## src/rtl/cic_decimator.sv

```systemverilog
// CIC decimator: N integrators at the input rate, decimate by DEC, N combs (delay DIFF_DELAY), then output quantisation.
// Latency: STAGES+2 cycles from the edge that samples the DEC-th accepted din_valid to dout_valid.
// Backpressure: none. din_valid may be high every cycle, the comb pipeline never stalls, and dout is held between strobes.
//
// Ports:
//   clk_in, rst   : clock and synchronous active-high reset
//   din/din_valid : signed input sample and its qualifier
//   dout          : signed decimated output
//   dout_valid    : one-cycle strobe for each output sample
module cic_decimator #(
    parameter int DIN_WIDTH  = 16,
    parameter int ACC_WIDTH  = 25,
    parameter int DOUT_WIDTH = 16,
    parameter int STAGES     = 3,
    parameter int DEC        = 8,
    parameter int DIFF_DELAY = 1,
    parameter int ROUND      = 0
) (
    input  logic                         clk_in,
    input  logic                         rst,
    input  logic signed [DIN_WIDTH-1:0]  din,
    input  logic                         din_valid,
    output logic signed [DOUT_WIDTH-1:0] dout,
    output logic                         dout_valid
);

    localparam int               CNT_W   = $clog2(DEC);
    localparam logic [CNT_W-1:0] CNT_MAX = CNT_W'(DEC - 1);
    localparam int               SHIFT   = ACC_WIDTH - DOUT_WIDTH;
    localparam int               EXT     = ACC_WIDTH - DIN_WIDTH;

    generate
        if (ACC_WIDTH < DIN_WIDTH + STAGES * $clog2(DEC * DIFF_DELAY)) begin : g_chk_acc
            $error("cic_decimator: ACC_WIDTH too small for the filter gain");
        end
        if (DOUT_WIDTH > ACC_WIDTH) begin : g_chk_dout
            $error("cic_decimator: DOUT_WIDTH must not exceed ACC_WIDTH");
        end
        if (DEC < 2) begin : g_chk_dec
            $error("cic_decimator: DEC must be at least 2");
        end
        if (DIFF_DELAY != 1 && DIFF_DELAY != 2) begin : g_chk_dd
            $error("cic_decimator: DIFF_DELAY must be 1 or 2");
        end
    endgenerate

    logic signed [ACC_WIDTH-1:0] din_ext;
    logic signed [ACC_WIDTH-1:0] integ    [STAGES];
    logic [CNT_W-1:0]            cnt;
    logic                        cap_pend;
    // Index 0 is the captured decimated sample. Index k holds the output of comb stage k.
    logic signed [ACC_WIDTH-1:0] comb_dat [STAGES+1];
    logic                        comb_vld [STAGES+1];
    logic signed [ACC_WIDTH-1:0] dly      [STAGES][DIFF_DELAY];
    logic signed [DOUT_WIDTH-1:0] q_dat;

    assign din_ext = {{EXT{din[DIN_WIDTH-1]}}, din};

    // Integrators wrap modulo 2^ACC_WIDTH on purpose. Each stage adds the
    // previous stage's value from before this update, so the chain is pipelined.
    always_ff @(posedge clk_in) begin
        if (rst) begin
            for (int k = 0; k < STAGES; k++) begin
                integ[k] <= '0;
            end
            cnt      <= '0;
            cap_pend <= 1'b0;
        end else begin
            cap_pend <= 1'b0;
            if (din_valid) begin
                integ[0] <= integ[0] + din_ext;
                for (int k = 1; k < STAGES; k++) begin
                    integ[k] <= integ[k] + integ[k-1];
                end
                if (cnt == CNT_MAX) begin
                    cnt      <= '0;
                    cap_pend <= 1'b1;
                end else begin
                    cnt <= cnt + 1'b1;
                end
            end
        end
    end

    // The capture happens one cycle after the wrap, so it picks up the final
    // integrator value after that valid has been applied.
    always_ff @(posedge clk_in) begin
        if (rst) begin
            for (int k = 0; k <= STAGES; k++) begin
                comb_dat[k] <= '0;
                comb_vld[k] <= 1'b0;
            end
            for (int k = 0; k < STAGES; k++) begin
                for (int j = 0; j < DIFF_DELAY; j++) begin
                    dly[k][j] <= '0;
                end
            end
        end else begin
            comb_vld[0] <= cap_pend;
            if (cap_pend) begin
                comb_dat[0] <= integ[STAGES-1];
            end
            for (int k = 0; k < STAGES; k++) begin
                comb_vld[k+1] <= comb_vld[k];
                if (comb_vld[k]) begin
                    comb_dat[k+1] <= comb_dat[k] - dly[k][DIFF_DELAY-1];
                    dly[k][0]     <= comb_dat[k];
                    for (int j = 1; j < DIFF_DELAY; j++) begin
                        dly[k][j] <= dly[k][j-1];
                    end
                end
            end
        end
    end

    generate
        if (SHIFT == 0) begin : g_pass
            assign q_dat = comb_dat[STAGES];
        end else if (ROUND == 0) begin : g_trunc
            assign q_dat = DOUT_WIDTH'(comb_dat[STAGES] >>> SHIFT);
        end else begin : g_round
            localparam logic [ACC_WIDTH:0] HALF = {{ACC_WIDTH{1'b0}}, 1'b1} << (SHIFT - 1);
            logic signed [ACC_WIDTH:0] rnd_sum;
            // The sum is one bit wider than the accumulator. Adding a positive
            // half-LSB can only overflow upward, so only positive saturation is needed.
            assign rnd_sum = $signed({comb_dat[STAGES][ACC_WIDTH-1], comb_dat[STAGES]}) + $signed(HALF);
            assign q_dat   = (rnd_sum[ACC_WIDTH] != rnd_sum[ACC_WIDTH-1])
                           ? {1'b0, {(DOUT_WIDTH-1){1'b1}}}
                           : DOUT_WIDTH'(rnd_sum >>> SHIFT);
        end
    endgenerate

    always_ff @(posedge clk_in) begin
        if (rst) begin
            dout       <= '0;
            dout_valid <= 1'b0;
        end else begin
            dout_valid <= comb_vld[STAGES];
            if (comb_vld[STAGES]) begin
                dout <= q_dat;
            end
        end
    end

endmodule
```

## config.mk

```make
export PLATFORM = sky130hd
export DESIGN_NAME = cic_decimator
export DESIGN_NICKNAME = d
export VERILOG_FILES = /design/src/rtl/cic_decimator.sv
export SDC_FILE = /design/constraint.sdc
export NUM_CORES = 1
export LEC_CHECK = 0
export ABC_AREA = 1
export CAP_MARGIN = 20
export CORE_MARGIN = 1.5
export CORE_UTILIZATION = 47
export CTS_CLUSTER_SIZE = 14
export DETAILED_ROUTE_END_ITERATION = 8
export GPL_ROUTABILITY_DRIVEN = 0
export GPL_TIMING_DRIVEN = 0
export PLACE_DENSITY = 0.67
export RECOVER_POWER = 100
export SLEW_MARGIN = 20
export SYNTH_ARGS = -nofsm -noshare
export SYNTH_HDL_FRONTEND = slang
export SYNTH_SLANG_ARGS = --single-unit
```

## constraint.sdc

```tcl
create_clock -name clk_in -period 3.96 [get_ports clk_in]
set_clock_uncertainty 0.1 [all_clocks]
set_input_delay 0.594 -clock clk_in [delete_from_list [all_inputs] [get_ports clk_in]]
set_output_delay 0.594 -clock clk_in [all_outputs]
set_load 0.03 [all_outputs]
```

==> results of run 1 <==
[worst max-delay path: stages]
cell	delay, ns
clkbuf_1	0.42
inv_1	0.24
clkbuf_1	0.38
nand2_4	0.54
clkbuf_2	0.91
[kinds of logic after synthesis]
logic type,after synthesis,share of synthesized area (%)
adder cells (fa/ha/maj),150,10.4
buffers and inverters,421,8.72
AO/OA/AOI/OAI,428,12.1
XOR/XNOR,7,0.332
AND/OR/NAND/NOR,1203,26.6
flip-flops,266,41.9
[synth_stat cells (all sizes together) (2+ instances only)]
cell type	count
o21bai	13
nand3b	12
or2	9
nor4	2
a21oi	240
dfxtp	25
and2	25
nand2b	3
nor3b	5
xor2	4
a211oi	2
o21ai	156
inv	393
edfxtp	241
ha	145
fa	5
nor2	435
nand4	17
nand2	585
buf	14
xnor2	3
nand3	93
clkbuf	13
a31oi	3
o21a	11
a21o	2
nor3	17
[registers in the layout (all words and copies together) (netlist names)]
| register | flops |
|---|---|
| cap_pend | 1 |
| cnt | 3 |
| comb_dat | 91 |
| comb_vld | 4 |
| dly | 75 |
| dout | 16 |
| dout_valid | 1 |
| integ | 75 |
[path summary, 6_finish.rpt]
check / to
max: integ[0][10]
min: comb_vld[0]
max reg2reg: comb_dat[1][12]
min reg2reg: comb_vld[0]
[area by class of cell]
cell class	instances	area, sq um	area share (%)
buffer	27	104	0.508
clock buffer	41	865	4.23
tap	518	648	3.17
clock inverter	16	174	0.850
sequential	266	7740	37.8
inverter	394	1480	7.23
timing repair buffer	36	373	1.82
multi-input combinational	1788	9080	44.4
[metal layers]
| metal | share of wire [%] | vias up | routed length (um) |
|---|---|---|---|
| met1 | 45 | 7267 | 20600 |
| li1 | - | 8245 | - |
| met4 | 3.9 | 0 | 1810 |
| met3 | 4.0 | 105 | 1860 |
| met2 | 47 | 377 | 21600 |
| met5 | 0 | - | 0 |
[report_power, final]
| group | switching [mW] | internal (mW) | total (mW) |
|---|---|---|---|
| clock | 1.21 | 1.73 | 2.94 |
| combinational | 0.985 | 0.474 | 1.46 |
| sequential | 0.120 | 3.22 | 3.34 |
==> impl_metrics.tcl, run 1 <==
set metrics [dict create \
    port_buffers 34 \
    ys_seq_area_share_pct 41.9 \
    postCtsHoldBufs 0 \
    cts_resized 0 \
    endpoint_kind "flip-flop" \
    period_share_pct 76.8 \
    route.vias.total 16000 \
    syn_area_per_cell_sq_um 7.46 \
    hold_path_class "reg -> reg" \
    final_common_cell "nand2_1" \
    worst_slack_ns 0.920 \
    cts_tree "yes" \
    setup_viol 0 \
    worstSetupPathType "in -> reg" \
    peakVddDrop_uv 349 \
    drt-pass1-iter-count 5 \
    p_leak_nw 9.47 \
    worstHoldStart "cap_pend" \
    post-route-cell-area_sq_mm 0.0205 \
    tightest_slew_ns 1.14 \
    ios 36 \
    arrival_ns 3.13 \
    cp-start-kind "input port" \
    fill_cells 3782 \
    cts_made_buffers 31 \
    die_x_um 201 \
    place_ws_ns 0.794 \
    overflow 0 \
    core_area_sq_mm 0.0387 \
    initial_core_util_pct 47.7 \
    synthArstFlopShare_pct 0 \
    synth_top_area_cell "edfxtp_1" \
    syn_inst 2475 \
    clock-sinks 266 \
    drv_cap 0 \
    worstPathMaxFanout 38 \
    use_met1_pct 29.1 \
    dieArea_sq_mm 0.0405 \
    place_area_sq_mm 0.0195 \
    ctsRootBufferMaster "clkbuf_16" \
    ys.warnings.count 0 \
    rows 72 \
    die_h_um 201 \
    p_per_area_mw_per_mm2 379 \
    r2r_start "comb_dat[0][0]" \
    ys_seq_elements 266 \
    cp-startpoint "rst" \
    outcome "completed" \
    relSlewSlack_pct 23.8 \
    drc_errors 0 \
    initialDrtViolationCount 1092 \
    clock_latency_ns 0.58 \
    r2r_slack_ns 1.22 \
    cts_htree_levels 1 \
    fmax_mhz 329 \
    ant_nets 0 \
    synth_nets 2644 \
    final_util_pct 52.8 \
    yosysUniqueCellTypes 41 \
    dp_cells 3029 \
    fin_hold_ws_ns 0.344 \
    layout_common_cells "nand2_1, nor2_1, inv_1, edfxtp_1, a21oi_1" \
    grt_use_met2_pct 39.9 \
    p_total_mw 7.74 \
    post_cts_buffers 0 \
    synth_top_area_share_pct 39.2 \
    rsz0062_at_grt "no" \
    tns_ns 0 \
    final_net_count 2713 \
    clk_path_buf_depth 3 \
    grt-busiest-layer "met2" \
    dp_hpwl_um 36500 \
    syn_area_sq_mm 0.0185 \
    synthTopCellsByArea "edfxtp_1, nand2_1, ha_1, nor2_1, inv_1" \
    grt_pass1_vias 15500 \
    synthToLayoutAreaGrowth_pct 10.8 \
    layout-drive-gt1-share_pct 2.30 \
    wl_um 45900 \
    worstHoldPathCells 2 \
    grt_antenna_before_repair 0 \
    hold_viol_final 0 \
    grt_usage_pct 22.9 \
    routed_via_density 5.18 \
    r2r.worst_path.cells 11 \
    grt_pass1_wl_um 76300 \
    n_antenna_cell 0 \
    synth_flop_cell "edfxtp_1" \
    slew_viol_final 0 \
    wl_per_cell_um 14.9 \
    period_minus_slack_ns 3.04 \
    post_layout_nonfiller_instances 3086 \
    clk_transition_reported_paths_ns 0.06 \
    met3_usage_pct 2.69 \
    grt_max_degree 39 \
    required_ns 4.05 \
    synth-edff-count 241 \
]
Power figures use the tool's default switching activity.
==> run 2: changes to the inputs <==
--- a/config.mk
+++ b/config.mk
@@ -13,7 +13,7 @@
 export DETAILED_ROUTE_END_ITERATION = 8
 export GPL_ROUTABILITY_DRIVEN = 0
 export GPL_TIMING_DRIVEN = 0
-export PLACE_DENSITY = 0.67
+export PLACE_DENSITY = 0.69
 export RECOVER_POWER = 100
 export SLEW_MARGIN = 20
 export SYNTH_ARGS = -nofsm -noshare
==> constraint.sdc (replaced) <==
create_clock -name clk_in -period 2.47 [get_ports clk_in]
set_clock_uncertainty 0.1 [all_clocks]
set_input_delay 0.3705 -clock clk_in [delete_from_list [all_inputs] [get_ports clk_in]]
set_output_delay 0.3705 -clock clk_in [all_outputs]
set_load 0.03 [all_outputs]
==> impl_metrics.tcl, run 2 (synthesis gave the netlist of run 1 again) <==
set metrics [dict create \
    clock_latency_ns 0.59 \
    ios 36 \
    rsz0062_at_grt "no" \
    dieArea_sq_mm 0.0405 \
    cts_tree "yes" \
    top_regs "comb_dat (91), dly (75), integ (75)" \
    cp-start-kind "flip-flop" \
    endpoint_kind "flip-flop" \
    largest_register_ffs 91 \
    die_h_um 201 \
    overflow 0 \
    die_x_um 201 \
    use_met1_pct 26.7 \
    postCtsHoldBufs 0 \
    port_buffers 34 \
    fmax_mhz 422 \
    layout-drive-gt1-share_pct 3.12 \
    drc_errors 0 \
    n_antenna_cell 0 \
    clk_path_buf_depth 3 \
    hold_path_class "in -> reg" \
    grt-busiest-layer "met2" \
    grt_usage_pct 23.1 \
    drv_cap 0 \
    route.vias.total 16000 \
    grt_antenna_before_repair 0 \
    ant_nets 0 \
    final_common_cell "nand2_1" \
    synthToLayoutAreaGrowth_pct 11.2 \
    routed_via_density 5.20 \
    grt_max_degree 51 \
    core_area_sq_mm 0.0387 \
    period_share_pct 96.0 \
    layout_common_cells "nand2_1, nor2_1, inv_1, edfxtp_1, a21oi_1" \
    grt_use_met2_pct 42.4 \
    clk_transition_reported_paths_ns 0.06 \
    p_leak_nw 9.49 \
    arrival_ns 2.60 \
    ctsRootBufferMaster "clkbuf_16" \
    initialDrtViolationCount 997 \
    period_minus_slack_ns 2.37 \
    regMostFlops "comb_dat" \
    r2r_slack_ns 0.1 \
    required_ns 2.70 \
    drt-pass1-iter-count 8 \
    rows 72 \
    cts_made_buffers 30 \
    grt_pass1_wl_um 76300 \
    worstSetupPathType "reg -> reg" \
    peakVddDrop_uv 500 \
    p_per_area_mw_per_mm2 612 \
    outcome "completed" \
    tightest_slew_ns 1.12 \
    fin_hold_ws_ns 0.0209 \
    grt_pass1_vias 16000 \
    relSlewSlack_pct 25.2 \
    met3_usage_pct 2.64 \
    p_total_mw 12.6 \
    setup_viol 0 \
    worstPathMaxFanout 5 \
    wl_per_cell_um 15.0 \
    tns_ns 0 \
    dp_hpwl_um 36400 \
    cts_htree_levels 1 \
    initial_core_util_pct 47.7 \
    register_area_sq_mm 0.00774 \
    wl_um 46400 \
    hold_viol_final 0 \
    final_net_count 2711 \
    multi_input_area_sq_mm 0.00914 \
    clock-sinks 266 \
    slew_viol_final 0 \
    fill_cells 3628 \
]
-- run 2: worst paths after layout --
check / endpoint / start / cells past startpoint
worst min-delay path: dout_valid / rst / 2
worst max register to register: integ[0][66] / integ[0][57] / 9
worst min register to register: comb_vld[0] / cap_pend / 2
worst max-delay path: integ[0][66] / integ[0][57] / 9
-- run 2: layout make-up --
cell class / count / area share [%]
Multi-Input combinational cell: 1788 / 44.5
Clock buffer: 40 / 4.14
Timing Repair Buffer: 35 / 1.69
Buffer: 27 / 0.573
Sequential cell: 266 / 37.7
Tap cell: 518 / 3.16
Inverter: 394 / 7.20
Clock inverter: 15 / 1.07
-- run 2: repair_timing --
item	4_1_cts	5_1_grt
setup endpoints to repair	0	13
buffers inserted	0	0
resized for setup	0	12
hold endpoints to repair	0	0
-- run 2: per-layer routing --
metal	up-vias	part of all wire, %	wire length, um
li1	8247	-	-
met1	7222	42	19400
met2	416	49	22800
met3	133	3.9	1820
met4	0	5.1	2370
met5	-	0	0
-- run 2: worst max-delay path, stage by stage, from the launching register on --
cell,delay [ns]
edfxtp_1,0.46
ha_1,0.39
nand2_1,0.19
o21ai_1,0.33
inv_1,0.07
nand2_1,0.21
nand2_1,0.08
nand2_1,0.09
nand2_1,0.05
nor3b_2,0.15
-- run 2: report_power, final --
group	switching, mW	internal, mW
combinational	1.60	0.765
sequential	0.183	5.17
clock	1.92	2.94
total	3.70	8.88
-- run 2: through the flow --
| step | instances | worst slack (ns) | util (%) | instance area (sq um) |
|---|---|---|---|---|
| final | 3083 | 0.0995 | 53.0 | 20500 |
| after detailed placement | 3028 | -0.368 | 50.3 | 19500 |
| after CTS | 3083 | 0.0629 | 53.1 | 20600 |
| after global routing | 3083 | 0.00364 | 53.0 | 20500 |
| after floorplan | 2475 | 0.115 | - | 18500 |
| after global placement | 3027 | -0.832 | 50.2 | 19500 |
==> run 3: changes to the inputs <==
--- a/config.mk
+++ b/config.mk
@@ -7,13 +7,12 @@
 export LEC_CHECK = 0
 export ABC_AREA = 1
 export CAP_MARGIN = 20
-export CORE_MARGIN = 1.5
 export CORE_UTILIZATION = 47
 export CTS_CLUSTER_SIZE = 14
 export DETAILED_ROUTE_END_ITERATION = 8
 export GPL_ROUTABILITY_DRIVEN = 0
 export GPL_TIMING_DRIVEN = 0
-export PLACE_DENSITY = 0.69
+export PLACE_DENSITY = 0.67
 export RECOVER_POWER = 100
 export SLEW_MARGIN = 20
 export SYNTH_ARGS = -nofsm -noshare
==> constraint.sdc (replaced) <==
create_clock -name clk_in -period 2.6 [get_ports clk_in]
set_clock_uncertainty 0.1 [all_clocks]
set_input_delay 0.39 -clock clk_in [delete_from_list [all_inputs] [get_ports clk_in]]
set_output_delay 0.39 -clock clk_in [all_outputs]
set_load 0.03 [all_outputs]
==> impl_metrics.tcl, run 3 (synthesis gave the netlist of run 1 again) <==
set metrics [dict create \
    grt_antenna_before_repair 0 \
    ctsRootBufferMaster "clkbuf_16" \
    r2r.worst_path.cells 12 \
    p_per_area_mw_per_mm2 588 \
    grt_pass1_wl_um 76400 \
    p_leak_nw 9.51 \
    clock_latency_ns 0.53 \
    p_total_mw 12.1 \
    drc_errors 0 \
    n_antenna_cell 0 \
    relSlewSlack_pct 31.4 \
    arrival_ns 2.39 \
    cp-startpoint "rst" \
    core_area_sq_mm 0.0387 \
    clk_transition_reported_paths_ns 0.06 \
    cts_tree "yes" \
    period_share_pct 95.1 \
    grt_max_degree 51 \
    routed_via_density 5.22 \
    r2r_slack_ns 0.17 \
    dieArea_sq_mm 0.0401 \
    post_cts_buffers 0 \
    largest_register_ffs 91 \
    cts_resized 0 \
    endpoint "comb_dat[0][3]" \
    drv_cap 0 \
    rows 72 \
    cts_made_buffers 34 \
    tns_ns 0 \
    initialDrtViolationCount 1135 \
    required_ns 2.51 \
    hold_viol_final 0 \
    grt-busiest-layer "met2" \
    fmax_mhz 404 \
    hold_path_class "in -> reg" \
    route.vias.total 16100 \
    worstPathMaxFanout 25 \
    path_delay_family "buffers and inverters" \
    cpPeakStageDelay_ns 0.88 \
    regMostFlops "comb_dat" \
    cp.depth 4 \
    die_x_um 200 \
    cp_num_buf_inv 3 \
    crit_chain "buf_2 -> inv_1 -> clkbuf_1 -> nand2_1" \
    layout-drive-gt1-share_pct 3.46 \
    layout_common_cells "nand2_1, nor2_1, inv_1, edfxtp_1, a21oi_1" \
    grt_usage_pct 23.4 \
    clock-sinks 266 \
    use_met1_pct 28.9 \
    postCtsHoldBufs 0 \
    peakVddDrop_uv 332 \
    ios 36 \
    met3_usage_pct 3.40 \
    dp_hpwl_um 36600 \
    slew_viol_final 0 \
    clk_path_buf_depth 3 \
    r2r-end "integ[0][43]" \
    initial_core_util_pct 47.7 \
    top_regs "comb_dat (91), dly (75), integ (75)" \
    grt_pass1_vias 15600 \
    period_minus_slack_ns 2.47 \
    drt-pass1-iter-count 6 \
    worstSetupPathType "in -> reg" \
    crit_slowest_cell "nand2_1" \
    wl_per_cell_um 15.1 \
    cts_htree_levels 2 \
    final_net_count 2715 \
    final_common_cell "nand2_1" \
    grt_use_met2_pct 40.3 \
    r2r_start "integ[0][25]" \
    cp-start-kind "input port" \
    port_buffers 34 \
    rsz0062_at_grt "yes" \
    wl_um 46500 \
    endpoint_kind "flip-flop" \
    outcome "completed" \
    synthToLayoutAreaGrowth_pct 11.7 \
    ant_nets 0 \
    die_h_um 200 \
    tightest_slew_ns 1.03 \
    setup_viol 0 \
    overflow 0 \
]
==> run 3: cell types whose count changed in the layout (fill, tap and decap cells not counted), sizes merged <==
cell           delta
bufinv            -2
inv               +2
clkbuf            -2
dlygate4sd3      -17
clkdlybuf4s50    +17
buf               +8
clkinv            +1
==> run 3: worst min path at each step <==
stage | from | endpoint | slack (ns) | depth (start not counted)
6_report | rst | dout_valid | 0.11 | 2
3_3_place_gp | cap_pend | comb_vld[0] | 0.35 | 2
2_1_floorplan | cap_pend | comb_vld[0] | 0.33 | 2
3_5_place_dp | cap_pend | comb_vld[0] | 0.35 | 2
5_1_grt | rst | dout_valid | 0.11 | 2
4_1_cts | rst | dout_valid | 0.1 | 2
==> run 3: cell type report <==
class | instances | area [sq um]
sequential | 266 | 7740
clock inverter | 16 | 186
tap | 518 | 648
buffer | 27 | 129
timing repair buffer | 35 | 368
multi-input combinational | 1788 | 9140
fill | 3740 | 18100
inverter | 394 | 1480
clock buffer | 46 | 947
==> run 3: report_power, final <==
group / internal (mW) / switching [mW] / total, mW
clock: 2.89 / 1.91 / 4.80
combinational: 0.732 / 1.51 / 2.25
sequential: 4.91 / 0.181 / 5.09
total: 8.53 / 3.61 / 12.1
==> run 3: stage by stage <==
step | setup WS (ns) | std cells | instance area [sq um] | hold WS [ns] | utilization (%)
finish | 0.126 | 3090 | 20600 | 0.109 | 53.3
floorplan | 0.0476 | 2475 | 18500 | 0.332 | -
global route | -0.0623 | 3090 | 20600 | 0.110 | 53.3
detailed placement | -0.452 | 3028 | 19500 | 0.352 | 50.3
global placement | -1.04 | 3027 | 19500 | 0.353 | 50.2
CTS | 0.0740 | 3090 | 20600 | 0.0984 | 53.3
==> run 3: routing by layer <==
metal	up-vias	wire, um
li1	8247	-
met1	7274	20200
met2	480	21800
met3	119	2450
met4	0	2060
met5	-	0
==> run 3: worst register-to-register path, cell delays in order (launching register included) <==
cell,delay (ns)
edfxtp_1,0.42
ha_1,0.27
fa_1,0.40
nand2_1,0.12
nand3_1,0.11
nand3b_1,0.11
nand2_1,0.16
nand2_1,0.10
nand2_1,0.09
nand2_1,0.08
nand2_1,0.08
nor2_1,0.10
nor2_1,0.05
